**config.mk**
```make
export PLATFORM = sky130hd
export DESIGN_NAME = led_scan_ctrl_flat
export DESIGN_NICKNAME = d
export VERILOG_FILES = /design/src/rtl/led_scan_ctrl_if.sv /design/src/rtl/led_scan_ctrl.sv /design/src/flat_wrapper.sv
export SDC_FILE = /design/constraint.sdc
export NUM_CORES = 1
export LEC_CHECK = 0
export ABC_CLOCK_PERIOD_IN_PS = 2090
export BUFFER_PORTS_ARGS = -buffer_cell sky130_fd_sc_hd__buf_2
export CORE_MARGIN = 4
export CORE_UTILIZATION = 51
export DETAILED_ROUTE_END_ITERATION = 8
export PLACE_DENSITY = 0.83
export SLEW_MARGIN = 20
export SYNTH_ARGS = -nofsm -noshare
export SYNTH_HDL_FRONTEND = slang
export SYNTH_SLANG_ARGS = --single-unit
```
**constraint.sdc**
```tcl
create_clock -name clk -period 2.09 [get_ports clk]
set_clock_uncertainty 0.15 [all_clocks]
set_input_delay 0.209 -clock clk [delete_from_list [all_inputs] [get_ports clk]]
set_output_delay 0.209 -clock clk [all_outputs]
set_load 0.01 [all_outputs]
```
**src/rtl/led_scan_ctrl_if.sv**
```systemverilog
// Frame hand-over channel from the game logic to the LED scan controller.
// A frame moves across on any cycle where frameValid && frameReady.
interface led_scan_ctrl_if #(
    parameter int COLS = 4,
    parameter int ROWS = 8
);
    logic [COLS*ROWS-1:0] frameData;
    logic                 frameValid;
    logic                 frameReady;

    modport master (output frameData, output frameValid, input frameReady);
    modport slave  (input frameData, input frameValid, output frameReady);
endinterface

```
**src/rtl/led_scan_ctrl.sv**
```systemverilog
// LED matrix column scanner: a blanking gap precedes each driven column, and the
// row data comes from a double-buffered frame that is swapped only at frame boundaries.
module led_scan_ctrl #(
    parameter int COLS  = 4,
    parameter int ROWS  = 8,
    parameter int DWELL = 1000,
    parameter int BLANK = 16
) (
    input  logic            clk,
    input  logic            resetN,
    input  logic            enable,
    led_scan_ctrl_if.slave  frame_if,
    output logic [COLS-1:0] colEn,
    output logic [ROWS-1:0] rowEn,
    output logic            frameStart
);
    localparam int FRAME_W = COLS * ROWS;
    localparam int CNT_MAX = (DWELL > BLANK) ? DWELL : BLANK;
    localparam int CNT_W   = $clog2(CNT_MAX + 1);
    localparam int COL_W   = $clog2(COLS);
    localparam logic [CNT_W-1:0] BLANK_LAST = CNT_W'(BLANK - 1);
    localparam logic [CNT_W-1:0] DWELL_LAST = CNT_W'(DWELL - 1);
    localparam logic [COL_W-1:0] COL_LAST   = COL_W'(COLS - 1);

    typedef enum logic {S_BLANK, S_DRIVE} state_t;

    state_t             r_state, w_stateNext;
    logic [COL_W-1:0]   r_col, w_colNext;
    logic [CNT_W-1:0]   r_cnt, w_cntNext;
    // Low after a disabled cycle: the next enabled edge restarts the scan and pulses frameStart.
    logic               r_run;
    logic [FRAME_W-1:0] r_active, r_pending;
    logic               r_pendingFull, r_frameReady;
    logic [COLS-1:0]    r_colEn, w_colEnNext;
    logic [ROWS-1:0]    r_rowEn, w_rowEnNext;
    logic               r_frameStart, w_frameStartNext;
    logic               w_boundary, w_accept, w_swap, w_pendFullNext;

    always_ff @(posedge clk or negedge resetN) begin
        if (!resetN) begin
            r_state      <= S_BLANK;
            r_col        <= '0;
            r_cnt        <= '0;
            r_run        <= 1'b1;
            r_colEn      <= '0;
            r_rowEn      <= '0;
            r_frameStart <= 1'b0;
        end else begin
            r_state      <= w_stateNext;
            r_col        <= w_colNext;
            r_cnt        <= w_cntNext;
            r_run        <= enable;
            r_colEn      <= w_colEnNext;
            r_rowEn      <= w_rowEnNext;
            r_frameStart <= w_frameStartNext;
        end
    end

    always_comb begin
        w_stateNext      = r_state;
        w_colNext        = r_col;
        w_cntNext        = r_cnt + 1'b1;
        w_boundary       = 1'b0;
        w_frameStartNext = 1'b0;
        if (!enable) begin
            w_stateNext = S_BLANK;
            w_colNext   = '0;
            w_cntNext   = '0;
        end else if (!r_run) begin
            w_stateNext      = S_BLANK;
            w_colNext        = '0;
            w_cntNext        = '0;
            w_frameStartNext = 1'b1;
        end else begin
            case (r_state)
                S_BLANK: begin
                    if (r_cnt == BLANK_LAST) begin
                        w_stateNext = S_DRIVE;
                        w_cntNext   = '0;
                    end
                end
                S_DRIVE: begin
                    if (r_cnt == DWELL_LAST) begin
                        w_stateNext = S_BLANK;
                        w_cntNext   = '0;
                        if (r_col == COL_LAST) begin
                            w_colNext        = '0;
                            w_boundary       = 1'b1;
                            w_frameStartNext = 1'b1;
                        end else begin
                            w_colNext = r_col + 1'b1;
                        end
                    end
                end
                default: ;
            endcase
        end

        // Outputs are registered from the next state so they line up with it.
        w_colEnNext = '0;
        w_rowEnNext = '0;
        if (w_stateNext == S_DRIVE) begin
            w_colEnNext[w_colNext] = 1'b1;
            w_rowEnNext            = r_active[int'(w_colNext) * ROWS +: ROWS];
        end
    end

    // Accept needs an empty pending buffer and swap needs a full one, so they never coincide.
    assign w_accept       = frame_if.frameValid && r_frameReady;
    assign w_swap         = w_boundary && r_pendingFull;
    assign w_pendFullNext = (r_pendingFull && !w_swap) || w_accept;

    always_ff @(posedge clk or negedge resetN) begin
        if (!resetN) begin
            r_active      <= '0;
            r_pending     <= '0;
            r_pendingFull <= 1'b0;
            r_frameReady  <= 1'b1;
        end else begin
            if (w_accept) r_pending <= frame_if.frameData;
            if (w_swap)   r_active  <= r_pending;
            r_pendingFull <= w_pendFullNext;
            r_frameReady  <= !w_pendFullNext;
        end
    end

    assign colEn             = r_colEn;
    assign rowEn             = r_rowEn;
    assign frameStart        = r_frameStart;
    assign frame_if.frameReady = r_frameReady;
endmodule

```
**src/flat_wrapper.sv**
```systemverilog
// flat-port wrapper written by rule: the top's interface ports become plain ports
module led_scan_ctrl_flat 
#(
    parameter int COLS  = 4,
    parameter int ROWS  = 8,
    parameter int DWELL = 1000,
    parameter int BLANK = 16
)
  (clk, resetN, enable, colEn, rowEn, frameStart, frame_if_frameData, frame_if_frameValid, frame_if_frameReady);
  led_scan_ctrl_if #(.COLS(COLS), .ROWS(ROWS)) frame_if_i ();
  input  logic clk;
  input  logic resetN;
  input  logic enable;
  output logic [COLS-1:0] colEn;
  output logic [ROWS-1:0] rowEn;
  output logic frameStart;
  input wire logic [$bits(frame_if_i.frameData)-1:0] frame_if_frameData;
  input wire logic [$bits(frame_if_i.frameValid)-1:0] frame_if_frameValid;
  output wire logic [$bits(frame_if_i.frameReady)-1:0] frame_if_frameReady;
  assign frame_if_i.frameData = frame_if_frameData;
  assign frame_if_i.frameValid = frame_if_frameValid;
  assign frame_if_frameReady = frame_if_i.frameReady;
  led_scan_ctrl #(.COLS(COLS), .ROWS(ROWS), .DWELL(DWELL), .BLANK(BLANK)) u_core (.clk(clk), .resetN(resetN), .enable(enable), .frame_if(frame_if_i), .colEn(colEn), .rowEn(rowEn), .frameStart(frameStart));
endmodule
```
==> flow_summary.toml <==
[synthesis]
async_reset_ff_share_pct = 100
ys_seq_area_share_pct = 61.3
syn-cell-area_um2 = 3800
yosysWarnings = 0
synthesis.nets = 292
netlist_top_cells_count = "dfrtp_1 (91), mux2_2 (61), mux2i_1 (16), nor2_1 (13)"
synth_top_flop_cell = "dfrtp_1"
yosysTopAreaCellShare_pct = 59.9
synth_most_common_cell = "dfrtp_1"
synth_edf_count = 0
synth_top_cell_by_area = "dfrtp_1"
netlist_instances = 254
yosysUniqueCellTypes = 33
synth_area_leaders = "dfrtp_1 (60%), mux2_2 (18%), mux2i_1 (4.2%), mux2_4 (2.0%), dfstp_2 (1.4%)"
synth.avg_cell_area_um2 = 15.0
synth-seq-cells = 93

[sta]
finalCriticalPeriod_ns = 2.10
finalHoldViolations = 0
tightest_slew_ns = 0.438
slew_headroom_pct = 70.5
setup_viol = 9
setup_tns_ns = -0.0538
grt_setup_unrepaired = "yes"
post-route-period-util_pct = 101
setup_slack_ns = -0.0140
fmax_ghz = 0.475
drv_slew = 0

[routing]
drc = 0
dr.pass1.iters = 4
wl_mm = 8.22
drt_iter0_drc = 95
vias = 2500
avgViaCountPerCell = 5.36
antenna_left = 0
routedWlPerCell_um = 17.6

[setup_path]
critPathRequiredTime_ns = 2.17
crit_path_end_kind = "flip-flop"
arrival_ns = 2.18
path_class = "flip-flop to flip-flop"
crit_fanout = 8
start_kind = "flip-flop"

[clocking]
cts_tree = "done"
cts.reportedPaths.clkPinSlew_ns = 0.09
clk_latency_ns = 0.35
clockBufferDepth = 2
cts.htree.levels = 3
cts_buffers = 9
cts_sinks = 93
cts_root_buf = "clkbuf_8"

[final_layout]
fin_util_pct = 67.9
finalNetCount = 400
ff_latch_area_um2 = 2330
n_fill_cell = 496
n_antenna_cell = 0
area_delta_synth_final_pct = 29.5
drive_gt1_share_pct = 45.0
multi_input_area_um2 = 1450
instances_no_fill = 466
design_area_um2 = 4920

[place]
dp_hpwl_mm = 4.86
dp.cells = 407
routabilityCongestion = 0.847
placed_area_um2 = 4220
portBuffers = 49

[outcome]
status = "complete, but fails checks"
violations = "negative setup slack"

[pwr]
power_density_nw_per_um2 = 765
power_mw = 3.77
ir_drop_uv = 541
power.leakage_nw = 2.53

[die]
die_x_um = 94.3
dieHeight_um = 94.3
ios = 50
start_util_pct = 52.4
die-area_um2 = 8900
core_um2 = 7250
rows = 31

[grt]
grt_max_degree = 36
grt_usage_pct = 17.6
antenna_found_initial = 0
grt_pass1_vias = 2594
globalRouteOverflowTotal = 0
grt_pass1_wl_mm = 12.0

[job]
cap_violations = 0

[min_path]
hold_class = "primary input to async pin"
-- per-stage QoR --
step	hold slack [ns]	worst slack, ns
global route	0.229	-0.0598
CTS	0.193	0.0403
global placement	0.0314	0.0206
finish	0.191	-0.0140
detailed placement	0.0365	-0.0918
floorplan	-0.237	0.0316
-- cell type report --
cell class / count / area share (%)
Sequential cell: 93 / 47.3
Multi-Input combinational cell: 151 / 29.4
Timing Repair Buffer: 104 / 16.4
Clock buffer: 10 / 2.59
Tap cell: 99 / 2.52
Clock inverter: 6 / 1.45
Inverter: 3 / 0.229
-- routing by layer --
| layer | GRT usage, % | part of all wire (%) | up-vias |
|---|---|---|---|
| met3 | 4.97 | 4.8 | 24 |
| li1 | - | - | 1116 |
| met4 | 3.97 | 3.7 | 0 |
| met2 | 32.6 | 52 | 84 |
| met5 | 0 | 0 | - |
| met1 | 20.3 | 39 | 1276 |
-- power by group --
group | leakage (nW) | switching, mW | total [mW] | internal, mW
Sequential | 1.21 | 0.134 | 2.17 | 2.03
Combinational | 1.22 | 0.143 | 0.400 | 0.257
Clock | 0.0988 | 0.634 | 1.20 | 0.566
Total | 2.53 | 0.910 | 3.77 | 2.86
-- registers in the layout, summed over array words and instances (netlist names) --
signal	cells
u_core.r_pendingFull	1
u_core.frameStart	1
u_core.r_pending	32
u_core.colEn	4
u_core.r_state	1
u_core.frame_if.frameReady	1
u_core.r_run	1
u_core.r_active	32
u_core.rowEn	8
u_core.r_col	2
u_core.r_cnt	10
-- critical path, stage by stage (launching register included) --
cell     delay (ns)
dfrtp_1        0.43
ha_4           0.17
nand2_4        0.07
nor4_4         0.29
buf_4          0.18
nand4_4        0.17
buf_6          0.22
mux2_2         0.30
-- final timing paths --
kind,startpoint,to,slack [ns],cells past startpoint
setup / recovery,u_core.r_cnt[0],u_core.r_active[19],-0.01,7
hold reg to reg,u_core.r_pending[25],u_core.r_active[25],0.36,1
hold / removal,resetN,u_core.r_active[11],0.19,2
max in group asynchronous,resetN,u_core.r_pending[11],1.03,3
setup reg to reg,u_core.r_cnt[0],u_core.r_active[19],-0.01,7
min in group clk,frame_if_frameValid,u_core.r_pendingFull,0.23,4
-- repair_timing --
item,in CTS,in global routing
hold buffers,34,0
setup buffers,1,3
pin swaps,1,5
gates resized for setup,1,9
gates cloned,0,5
hold endpoints to repair,66,0
setup endpoints to repair,8,26
-- cell usage in the layout (no fill, tap or decap), types with 2 or more instances in the layout --
cell type / netlist / routed
dfrtp_1: 91 / 91
mux2_2: 61 / 60
buf_2: 0 / 48
dlygate4sd3_1: 0 / 34
buf_4: 0 / 17
mux2i_1: 16 / 16
nor2_1: 13 / 13
clkbuf_8: 0 / 9
mux2_4: 5 / 8
o22ai_1: 8 / 8
nand2_1: 8 / 7
and3_1: 6 / 6
xnor2_1: 6 / 6
nand3_1: 4 / 4
inv_1: 3 / 3
and2_1: 2 / 2
nor4_4: 1 / 2
nor3_1: 2 / 2
xor2_1: 2 / 2
clkbuf_16: 0 / 2
buf_12: 1 / 2
dfstp_2: 2 / 2
-- cells by family (layout without fill, tap and decap cells) --
family                   count (synthesis)  in the layout  synth area share [%]
adder cells (fa/ha/maj)                  2              2                 0.658
multiplexers                            82             84                  24.3
XOR/XNOR                                 8              8                  1.84
flip-flops                              93             93                  61.3
AND/OR/NAND/NOR                         44             44                  7.31
AO/OA/AOI/OAI                           13             13                  2.11
buffers and inverters                   12            123                  2.50
No activity file was read; power rests on OpenSTA's default activity.
